--- src/rtl/mem_port_arbiter.sv ---
// Shares the single memory port between instruction fetch and load/store.
// One transaction in flight; load/store wins unless fetch has been starved too long.
module mem_port_arbiter #(
  parameter int XLEN         = 32,
  parameter int STARVE_LIMIT = 4,
  parameter int CNT_W        = 3
) (
  input  logic            clk,
  input  logic            reset,
  input  logic            hlt,
  input  logic            flush,
  input  logic            if_req,
  input  logic [XLEN-1:0] if_addr,
  output logic            if_gnt,
  output logic            if_rvalid,
  output logic [XLEN-1:0] if_rdata,
  input  logic            d_req,
  input  logic            d_we,
  input  logic [2:0]      d_size,
  input  logic [XLEN-1:0] d_addr,
  input  logic [XLEN-1:0] d_wdata,
  output logic            d_gnt,
  output logic            d_rvalid,
  output logic [XLEN-1:0] d_rdata,
  output logic            m_req,
  output logic            m_we,
  output logic [2:0]      m_size,
  output logic [XLEN-1:0] m_addr,
  output logic [XLEN-1:0] m_wdata,
  input  logic            m_gnt,
  input  logic            m_rvalid,
  input  logic [XLEN-1:0] m_rdata
);

  typedef enum logic {ST_IDLE, ST_BUSY} state_t;
  typedef enum logic {OWN_IF, OWN_D} owner_t;

  localparam logic [CNT_W-1:0] LIMIT     = CNT_W'(STARVE_LIMIT);
  localparam logic [2:0]       SIZE_WORD = 3'b010;

  state_t           state_reg, state_next;
  owner_t           owner_reg, owner_next;
  logic             drop_reg, drop_next;
  logic [CNT_W-1:0] starve_cnt_reg, starve_cnt_next;

  logic if_ok, starved, sel_if, sel_d;
  logic rsp_if, rsp_d;

  // Idle-time winner selection; starvation overrides load/store priority.
  always_comb begin
    if_ok   = if_req & ~hlt;
    starved = if_ok & (starve_cnt_reg == LIMIT);
    sel_if  = starved | (if_ok & ~d_req);
    sel_d   = d_req & ~starved;
  end

  always_comb begin
    state_next      = state_reg;
    owner_next      = owner_reg;
    drop_next       = drop_reg;
    starve_cnt_next = starve_cnt_reg;
    m_req           = 1'b0;
    m_we            = 1'b0;
    m_size          = 3'b000;
    m_addr          = '0;
    m_wdata         = '0;
    if_gnt          = 1'b0;
    d_gnt           = 1'b0;
    rsp_if          = 1'b0;
    rsp_d           = 1'b0;

    case (state_reg)
      ST_IDLE: begin
        m_req = ~reset & (sel_if | sel_d);
        if (sel_d) begin
          m_we    = d_we;
          m_size  = d_size;
          m_addr  = d_addr;
          m_wdata = d_wdata;
        end else if (sel_if) begin
          m_size  = SIZE_WORD;
          m_addr  = if_addr;
        end
        if_gnt = m_req & m_gnt & sel_if;
        d_gnt  = m_req & m_gnt & sel_d;

        if (if_gnt || d_gnt) begin
          state_next = ST_BUSY;
          owner_next = d_gnt ? OWN_D : OWN_IF;
        end

        if (d_gnt && if_ok) begin
          starve_cnt_next = (starve_cnt_reg == LIMIT) ? LIMIT : starve_cnt_reg + CNT_W'(1);
        end else if (if_gnt || !if_ok) begin
          starve_cnt_next = '0;
        end

        // A redirect in the grant cycle already makes this fetch stale.
        if (if_gnt && flush) begin
          drop_next = 1'b1;
        end
      end

      ST_BUSY: begin
        if (m_rvalid) begin
          state_next = ST_IDLE;
          drop_next  = 1'b0;
          rsp_d      = ~reset & (owner_reg == OWN_D);
          rsp_if     = ~reset & (owner_reg == OWN_IF) & ~drop_reg & ~flush;
        end else if (flush && owner_reg == OWN_IF) begin
          drop_next = 1'b1;
        end
      end

      default: begin
        state_next = ST_IDLE;
      end
    endcase
  end

  always_ff @(posedge clk) begin
    if (reset) begin
      state_reg      <= ST_IDLE;
      owner_reg      <= OWN_IF;
      drop_reg       <= 1'b0;
      starve_cnt_reg <= '0;
    end else begin
      state_reg      <= state_next;
      owner_reg      <= owner_next;
      drop_reg       <= drop_next;
      starve_cnt_reg <= starve_cnt_next;
    end
  end

  assign if_rvalid = rsp_if;
  assign d_rvalid  = rsp_d;

  // Read data reaches only the requester that owns the response.
  generate
    for (genvar gi = 0; gi < XLEN; gi++) begin : g_rdata
      assign if_rdata[gi] = m_rdata[gi] & rsp_if;
      assign d_rdata[gi]  = m_rdata[gi] & rsp_d;
    end
  endgenerate

endmodule

--- config.mk ---
export PLATFORM = sky130hd
export DESIGN_NAME = mem_port_arbiter
export DESIGN_NICKNAME = d
export VERILOG_FILES = /design/src/rtl/mem_port_arbiter.sv
export SDC_FILE = /design/constraint.sdc
export NUM_CORES = 1
export LEC_CHECK = 0
export CORE_AREA = 3 3 107 109
export CTS_BUF_LIST = sky130_fd_sc_hd__clkbuf_8
export CTS_CLUSTER_DIAMETER = 150
export DETAILED_ROUTE_END_ITERATION = 10
export DIE_AREA = 0 0 110 112
export PLACE_DENSITY_LB_ADDON = 0.15
export SETUP_SLACK_MARGIN = 0.05
export SYNTH_ARGS = -nofsm -noshare
export SYNTH_HDL_FRONTEND = slang
export SYNTH_SLANG_ARGS = --single-unit
--- constraint.sdc ---
create_clock -name clk -period 1.5 [get_ports clk]
set_input_delay 0.225 -clock clk [delete_from_list [all_inputs] [get_ports clk]]
set_output_delay 0.225 -clock clk [all_outputs]
set_load 0.1 [all_outputs]
==> metrics, run 1 <==
Peak VDD IR=0.0003575 V; CTS tree=built; hold_buf cts=0; worst path required time=1.27 ns; Area Growth Syn to Fin=378.5%; syn_nets=345; wire per inst=19.09 microns; sw frac=0.4991; number of global-route vias before repair=2822; ranking of synthesized cells by area=and2_1, a22o_1, dfxtp_1; Avg Cell Area, Syn=7.267 sq um; fillers=803; largest net degree at the start of global routing=28; leakage power=2.999 nW; Overflow after GRT=0; stages on the worst setup path=9; Setup Skew=0.004474 ns; Place WS=-0.5761 ns; most frequent cell on the critical path=buf_12; area of the mapped netlist=1475 sq um; vias=2742; Final Hold Viols=0; kind of critical path=reg -> out; crit-path max cell delay=0.31 ns; via/cell ratio=4.180; max reg flops=3; failing checks=setup timing; status=complete, but fails checks; Clk pwr share=0.081; ANT nets after route=0; CP Cell Sequence=inv_2 > ha_4 > nand2_4 > a21oi_4 > nor2b_4 > buf_12 > clkbuf_16 > a22o_4 > buf_12; core footprint=10700 sq um; diodes inserted=0; count of cell types in the netlist=33; die area=12320 sq um; worst-path maximum fanout=5; Synth top cells by count=and2_1, a22o_1, clkbuf_1, nor2_1, dfxtp_1; Root Buffer=clkbuf_8; Power Density=440.7 nW/um^2; Worst EP arrival=1.81 ns; IO Pins=277; PortBufs=276; RSZ-0062 raised after global routing=true; hpwl dp=10440 microns; most common cell in the netlist=and2_1; clock sink count=6; Starting Density=0.1379; Post-synth EDFFs=0; Switch Pwr=0.001553 W; Setup-failing EPs final=136; max cap viols=0; routability cong.=0.8218; sequential share of the synthesized area=0.08142; H-tree depth=1; Worst setup EP type=primary output; post-synthesis register bit count=6; Post-synth top flop=dfxtp_1; post-synth top area cell=and2_1; Crit-path slowest cell=dfxtp_2; CP delay by family, top=buffers and inverters; Rel. slew slack=0.7738; DIE HEIGHT=112 microns; first-pass GRT wire length=17800 microns; Max clock buf depth=2; Internal=0.001558 W; min-delay worst type=in -> reg; worst-margin pin slew=0.3393 ns; Final WS setup=-0.5395 ns; Residual DRC=0; Post-synth ARST share=0; Worst-Skew Late Latency=0.23 ns; CTS Buf Count=3; final worst-path cycle share=1.360; top-area cell type share of the netlist area=0.4198; Horiz. Die Dim=110 microns; row cnt=38; crit path time final=2.040 ns; worst path bufs/invs=4; synth warn=0; Worst Setup Start Kind=register; initial antenna violation count=2; sequential share of power=0.056; Fmax=490.3 MHz; GRT Util Overall=0.1883; DR pass1 iterations=4; fin util=0.6598; Reg clk slew, reported paths=0.04 ns; Hold Path Depth=3; share of layout cells above drive strength 1=0.6957; Worst R2R Path Depth=7; fin nets=659; wirelength, routed=12520 microns; final slew viol count=0; Gate Count Post-Synth=203; Combinational Power Share=0.862; initial drt markers=62
==> power groups by stage <==
stage          combinational, W  sequential, W  clock [W]
5_1_grt                 0.00276       0.000175   0.000268
2_1_floorplan           0.00145       0.000175          0
6_report                0.00268       0.000175   0.000254
4_1_cts                 0.00266       0.000174   0.000262
3_5_place_dp            0.00259       0.000176          0
3_3_place_gp            0.00258       0.000176          0
==> placed cells by master, fill, tap and decap left out, types with 2 or more instances in the layout <==
master / netlist / layout
dlygate4sd2_1: 0 / 3
o21ai_0: 3 / 2
nand3_1: 2 / 2
a21oi_4: 0 / 2
and2_4: 0 / 92
nor2_1: 7 / 4
buf_8: 0 / 3
a22o_4: 0 / 32
dfxtp_2: 0 / 4
and2_2: 0 / 7
inv_2: 1 / 4
nor2b_4: 0 / 2
nor2_4: 1 / 4
buf_6: 5 / 15
nand2_4: 0 / 2
buf_4: 4 / 21
clkdlybuf4s50_1: 0 / 133
clkbuf_8: 0 / 3
nor3_4: 0 / 2
o32ai_2: 0 / 2
buf_12: 0 / 146
clkbuf_16: 0 / 4
buf_16: 0 / 2
==> area by class of cell <==
class	instances	area, sq um	area share
clock buffers	3	41.29	0.005850
multi-input cells	173	1871	0.2650
inverters	5	21.27	0.003014
well taps	140	175.2	0.02482
clock inverters	1	3.754	0.0005318
repair buffers	328	4817	0.6825
flip-flops and latches	6	128.9	0.01826
==> worst register-to-register path, cell delays in order (launching register included) <==
cell and delay, ns:
dfxtp_2 0.32, inv_2 0.05, ha_4 0.18, a311oi_4 0.30, buf_6 0.17, buf_6 0.09
nand4_1 0.08, a21oi_2 0.13
==> path summary, 6_finish.rpt <==
| path | start | to | slack (ns) |
|---|---|---|---|
| hold / removal | reset | state_reg$_SDFF_PP0_ | 0.50 |
| setup / recovery | starve_cnt_reg[1]$_SDFFE_PP0P_ | m_addr[11] | -0.54 |
| setup reg to reg | starve_cnt_reg[0]$_SDFFE_PP0P_ | starve_cnt_reg[0]$_SDFFE_PP0P_ | 0.10 |
| hold reg to reg | owner_reg$_SDFFE_PP0P_ | owner_reg$_SDFFE_PP0P_ | 0.53 |
==> per-stage QoR <==
step | instance area, sq um | total power [W] | hold slack [ns] | setup TNS, ns | cells
finish | 7058 | 0.003111 | 0.4977 | -55.23 | 656
global route | 7058 | 0.003202 | 0.5297 | -64.19 | 656
CTS | 7044 | 0.003097 | 0.4968 | -58.91 | 656
detailed placement | 6600 | 0.002769 | 0.5171 | -67.78 | 631
global placement | 6600 | 0.002753 | 0.4746 | -64.46 | 631
floorplan | 2203 | 0.001623 | 0.3850 | -23.08 | 203
==> metal layers <==
layer / wire [microns] / vias up / GRT usage
met5: 21 / - / 0
li1: - / 1321 / -
met4: 266 / 4 / 0.04323
met3: 1263 / 20 / 0.06203
met2: 6887 / 132 / 0.3604
met1: 4081 / 1265 / 0.1925
==> logic make-up (layout without fill, tap and decap cells) <==
family	Yosys count	in the layout	synth area share
DFF	6	6	0.08143
adders and majority gates	2	2	0.01696
AOI/OAI and AO/OA	47	47	0.2748
muxes	1	1	0.007633
and+or+nand+nor	123	123	0.5199
buffers and inverters	24	337	0.09923
==> what timing repair did <==
| item | CTS | global route |
|---|---|---|
| gates cloned | 5 | 4 |
| resized for setup | 54 | 10 |
| buffers inserted | 17 | 2 |
| setup endpoints to repair | 141 | 142 |
| pin swaps | 27 | 18 |
(Power assumes the default switching activity.)
==> run 2, diff against run 1 <==
--- a/config.mk
+++ b/config.mk
@@ -5,13 +5,14 @@
 export SDC_FILE = /design/constraint.sdc
 export NUM_CORES = 1
 export LEC_CHECK = 0
-export CORE_AREA = 3 3 107 109
+export CORE_AREA = 5 5 106 108
 export CTS_BUF_LIST = sky130_fd_sc_hd__clkbuf_8
 export CTS_CLUSTER_DIAMETER = 150
 export DETAILED_ROUTE_END_ITERATION = 10
-export DIE_AREA = 0 0 110 112
+export DIE_AREA = 0 0 111 113
 export PLACE_DENSITY_LB_ADDON = 0.15
 export SETUP_SLACK_MARGIN = 0.05
+export SLEW_MARGIN = 10
 export SYNTH_ARGS = -nofsm -noshare
 export SYNTH_HDL_FRONTEND = slang
 export SYNTH_SLANG_ARGS = --single-unit
==> run 2 against run 1 <==
- the flow still finishes with violations (setup timing)
- combinational power up 1%
- total power up 1.4%
- sequential cell count stayed put
- routed wire length grew 7.6%
- worst setup slack got worse by 0.020 ns
==> metrics, run 2 (synthesis gave the netlist of run 1 again) <==
Peak VDD IR=0.0005700 V; Switch Pwr=0.001570 W; Root Buffer=clkbuf_8; core footprint=10140 sq um; hold_buf cts=0; vias=2833; final worst-path cycle share=1.373; routability cong.=0.8014; worst-path maximum fanout=7; Worst-Skew Late Latency=0.23 ns; Overflow after GRT=0; PortBufs=276; DR pass1 iterations=5; worst-margin pin slew=0.3429 ns; final slew viol count=0; CTS Buf Count=3; sw frac=0.4978; min-delay worst type=in -> reg; commonest non-fill, non-tap cells in the layout=buf_12, clkdlybuf4s50_1, and2_4; fin nets=669; CTS tree=built; largest net degree at the start of global routing=25; initial antenna violation count=0; Worst EP arrival=1.83 ns; Fmax=485.5 MHz; status=complete, but fails checks; clock sink count=6; sequential share of power=0.055; Horiz. Die Dim=111 microns; Max clock buf depth=2; Place WS=-0.5564 ns; Residual DRC=0; Rel. slew slack=0.7713; number of global-route vias before repair=3034; fillers=690; Internal=0.001584 W; fin util=0.7149; initial drt markers=56; Crit-path slowest cell=or4_4; commonest non-fill, non-tap cell in the layout=buf_12; wire per inst=20.34 microns; Reg clk slew, reported paths=0.04 ns; die area=12540 sq um; DIE HEIGHT=113 microns; Worst setup EP type=primary output; failing checks=setup timing; Area Growth Syn to Fin=391.3%; max reg flops=3; GRT Util Overall=0.1967; via/cell ratio=4.279; ANT nets after route=0; Final WS setup=-0.5596 ns; max cap viols=0; wirelength, routed=13470 microns; row cnt=37; leakage power=3.084 nW; kind of critical path=reg -> out; share of layout cells above drive strength 1=0.6996; crit-path max cell delay=0.54 ns; RSZ-0062 raised after global routing=true; Worst Setup Start Kind=register; Setup Skew=0.009551 ns; hpwl dp=10650 microns; crit path time final=2.060 ns; first-pass GRT wire length=19380 microns; Final Hold Viols=0; Starting Density=0.1455; Setup-failing EPs final=136; IO Pins=277; Power Density=435.1 nW/um^2; Clk pwr share=0.084; H-tree depth=1; Hold Slack=0.4870 ns; diodes inserted=0; Combinational Power Share=0.861; worst path required time=1.27 ns; CP Cell Sequence=or4_4 > nor2_4 > buf_6 > buf_16 > and2_4 > buf_12
-- run 2: cell types whose count changed in the layout (fill, tap and decap cells not counted), sizes merged --
cell,before,now
buf,187,193
clkdlybuf4s15,1,0
dlygate4sd2,3,4
clkbuf,7,11
-- run 2: worst paths after layout --
check,end,cells after the start,slack (ns),from
hold / removal,drop_reg$_SDFFE_PP0P_,3,0.49,reset
setup reg to reg,owner_reg$_SDFFE_PP0P_,8,0.09,starve_cnt_reg[1]$_SDFFE_PP0P_
setup / recovery,if_rdata[21],6,-0.56,drop_reg$_SDFFE_PP0P_
hold reg to reg,starve_cnt_reg[0]$_SDFFE_PP0P_,3,0.61,starve_cnt_reg[0]$_SDFFE_PP0P_
-- run 2: final cells by class --
type / instances / area, sq um / area share
Multi-Input combinational cell: 173 / 1857 / 0.2562
Tap cell: 136 / 170.2 / 0.02348
Timing Repair Buffer: 338 / 5021 / 0.6927
Inverter: 5 / 26.28 / 0.003625
Sequential cell: 6 / 128.9 / 0.01778
Clock buffer: 3 / 41.29 / 0.005697
Clock inverter: 1 / 3.754 / 0.0005179
-- run 2: metal layers --
layer  part of all wire  GRT usage  vias up
met5                  0          0        -
met4              0.015    0.03530        0
met3              0.065    0.04920       19
met2               0.56     0.3928      139
met1               0.36     0.2087     1316
li1                   -          -     1359
-- run 2: critical path: cells and delay by family (launching register included) --
family	cells	cell delay, ns
simple gates	3	0.82
buf+inv	3	0.45
flops	1	0.32
-- run 2: timing repair --
item                       in CTS  in global routing
pin swaps                      20                  9
buffers inserted               11                  8
resized for setup              32                 33
setup endpoints to repair     141                142
cloned                          7                  7
-- run 2: power by group through the flow --
stage / sequential, W / combinational [W] / clock, W
after floorplan: 0.000175 / 0.00145 / 0
after global placement: 0.000175 / 0.00257 / 0
after detailed placement: 0.000176 / 0.00259 / 0
after CTS: 0.000174 / 0.00264 / 0.000266
after global routing: 0.000176 / 0.00279 / 0.000282
final: 0.000175 / 0.00272 / 0.000264
-- run 2: metrics by stage --
step	area, sq um	std cells	power [W]	TNS, ns
after global placement	6603	628	0.002750	-64.20
after floorplan	2203	203	0.001623	-23.08
after global routing	7248	662	0.003248	-70.62
final	7248	662	0.003154	-61.70
after CTS	6983	649	0.003079	-55.54
after detailed placement	6603	628	0.002768	-66.80
==> run 3, diff against run 2 <==
--- a/config.mk
+++ b/config.mk
@@ -10,6 +10,7 @@
 export CTS_CLUSTER_DIAMETER = 150
 export DETAILED_ROUTE_END_ITERATION = 10
 export DIE_AREA = 0 0 111 113
+export HOLD_SLACK_MARGIN = 0.15
 export PLACE_DENSITY_LB_ADDON = 0.15
 export SETUP_SLACK_MARGIN = 0.05
 export SLEW_MARGIN = 10
==> constraint.sdc (replaced) <==
create_clock -name clk -period 1.5 [get_ports clk]
set_input_delay 0.3 -clock clk [delete_from_list [all_inputs] [get_ports clk]]
set_output_delay 0.3 -clock clk [all_outputs]
set_load 0.1 [all_outputs]
==> run 3 against run 2 <==
- the run still ends with setup timing left
- sequential power barely moved
- critical endpoint is now m_addr[27]
- non-clock buffer count rose by 1
- core utilization rose by 0.23 points
- clock-buffer cell count did not move
- critical path depth rose by 4
- register-to-register slack barely moved
==> metrics, run 3 (synthesis gave the netlist of run 1 again) <==
met1 Resource Use GR=0.2081; hpwl dp=10960 microns; CP delay by family, top=buffers and inverters; commonest non-fill, non-tap cell in the layout=buf_12; Rel. slew slack=0.8058; fin nets=670; worst-margin pin slew=0.2913 ns; Worst-Skew Late Latency=0.22 ns; kind of critical path=reg -> out; core footprint=10140 sq um; initial drt markers=45; hold_buf cts=0; most frequent cell on the critical path=buf_12; PortBufs=276; wirelength, routed=13610 microns; leakage power=3.097 nW; met3 GRT Util=0.06684; final worst-path cycle share=1.443; first-pass GRT wire length=19930 microns; Root Buffer=clkbuf_8; Fmax=462.1 MHz; Max clock buf depth=2; Starting Density=0.1455; crit-path max cell delay=0.31 ns; DR pass1 iterations=4; fillers=704; GRT Util Overall=0.2046; met2 Usage GRT=0.4005; H-tree depth=1; FF-to-FF End=owner_reg$_SDFFE_PP0P_; Worst EP arrival=1.86 ns; failing checks=setup timing; Hold Startpoint=starve_cnt_reg[1]$_SDFFE_PP0P_; global route hottest layer=met2; Place WS=-0.7394 ns; Setup Skew=0.007173 ns; worst flop-to-flop path startpoint=starve_cnt_reg[0]$_SDFFE_PP0P_; CP Cell Sequence=inv_2 > ha_4 > buf_6 > nand2_4 > a21oi_4 > nor2b_4 > buf_12 > clkbuf_16 > a22o_4 > buf_12; largest net degree at the start of global routing=19; share of layout cells above drive strength 1=0.6926; row cnt=37; Final Hold Viols=0; final slew viol count=0; max reg flops=3; ANT nets after route=0; Crit-path slowest cell=dfxtp_2; status=complete, but fails checks; flop-to-flop setup slack=0.08 ns; setup_tns=-69.85 ns; Peak VDD IR=0.0003948 V; Overflow after GRT=0; RSZ-0062 raised after global routing=true; min-delay worst type=reg -> reg; Power Density=436.1 nW/um^2; placed insts=625; DIE HEIGHT=113 microns; Worst Setup Start Kind=register; Horiz. Die Dim=111 microns; WHS Endpoint=starve_cnt_reg[1]$_SDFFE_PP0P_; CTS tree=built; worst-path maximum fanout=7; max cap viols=0; via/cell ratio=4.336; routability cong.=0.8146; Reg clk slew, reported paths=0.03 ns; Residual DRC=0; Area Growth Syn to Fin=393.0%; CTS Buf Count=3; worst path required time=1.20 ns; worst path bufs/invs=5; non-filler instance count after layout=664; crit path time final=2.164 ns; Final WS setup=-0.6638 ns; wire per inst=20.50 microns; commonest non-fill, non-tap cells in the layout=buf_12, clkdlybuf4s50_1, and2_4; initial antenna violation count=1; IO Pins=277; CP startpoint=starve_cnt_reg[0]$_SDFFE_PP0P_; Worst setup EP type=primary output; vias=2879; die area=12540 sq um; clock sink count=6; Hold Path Depth=2; number of global-route vias before repair=3065; Setup-failing EPs final=137; Worst R2R Path Depth=8
-- run 3: cell types whose count changed in the layout (fill, tap and decap cells not counted), sizes merged --
cell           change
clkdlybuf4s15      +3
clkbuf             -2
bufbuf             +1
dlygate4sd2        -1
diode              +1
-- run 3: worst min-delay path, cell delays in order, from the launching register on --
cell and delay, ns:
dfxtp_2 0.32, inv_2 0.07, o32ai_1 0.09
-- run 3: where the power goes --
| part | leakage (nW) | internal, W | switching, W |
|---|---|---|---|
| clock network | 0.0269 | 0.000176 | 0.0000720 |
| logic | 3.02 | 0.00127 | 0.00148 |
| registers | 0.0513 | 0.000167 | 0.00000699 |
-- run 3: metal layers --
layer,vias up,share of wire
met5,-,0
met4,0,0.026
met2,144,0.55
met3,18,0.079
met1,1359,0.34
li1,1358,-
-- run 3: what timing repair did --
action / CTS / global route
gates cloned: 9 / 7
setup buffers: 21 / 7
setup endpoints to repair: 142 / 142
endpoints found under the hold margin: 0 / 0
gates resized for setup: 36 / 17
pin swaps: 11 / 25
-- run 3: how the worst max path moves through the flow --
stage              endpoint  slack, ns  cells past startpoint
2_1_floorplan        if_gnt      -0.41                      5
6_report         m_addr[27]      -0.66                     10
3_3_place_gp   if_rdata[15]      -0.73                      6
4_1_cts          m_wdata[0]      -0.67                      8
3_5_place_dp     m_wdata[5]      -0.74                      7
5_1_grt          m_addr[27]      -0.74                     10
-- run 3: layout make-up --
| cell class | instances | area [sq um] | area share |
|---|---|---|---|
| clock inverters | 1 | 3.754 | 0.0005162 |
| repair buffers | 339 | 5056 | 0.6953 |
| well taps | 136 | 170.2 | 0.02340 |
| inverters | 5 | 23.77 | 0.003269 |
| flip-flops and latches | 6 | 128.9 | 0.01772 |
| clock buffers | 3 | 41.29 | 0.005678 |
| diodes | 1 | 2.502 | 0.0003441 |
| multi-input cells | 173 | 1846 | 0.2538 |
-- run 3: metrics by stage --
stage                     hold slack [ns]    util  cell area [sq um]  total power [W]
after floorplan                    0.4575       -               2226         0.001625
after global placement             0.4810  0.6512               6603         0.002752
after detailed placement           0.4898  0.6512               6603         0.002772
after CTS                          0.5224  0.7064               7162         0.003126
after global routing               0.5441  0.7173               7272         0.003274
final                              0.5173  0.7173               7272         0.003171
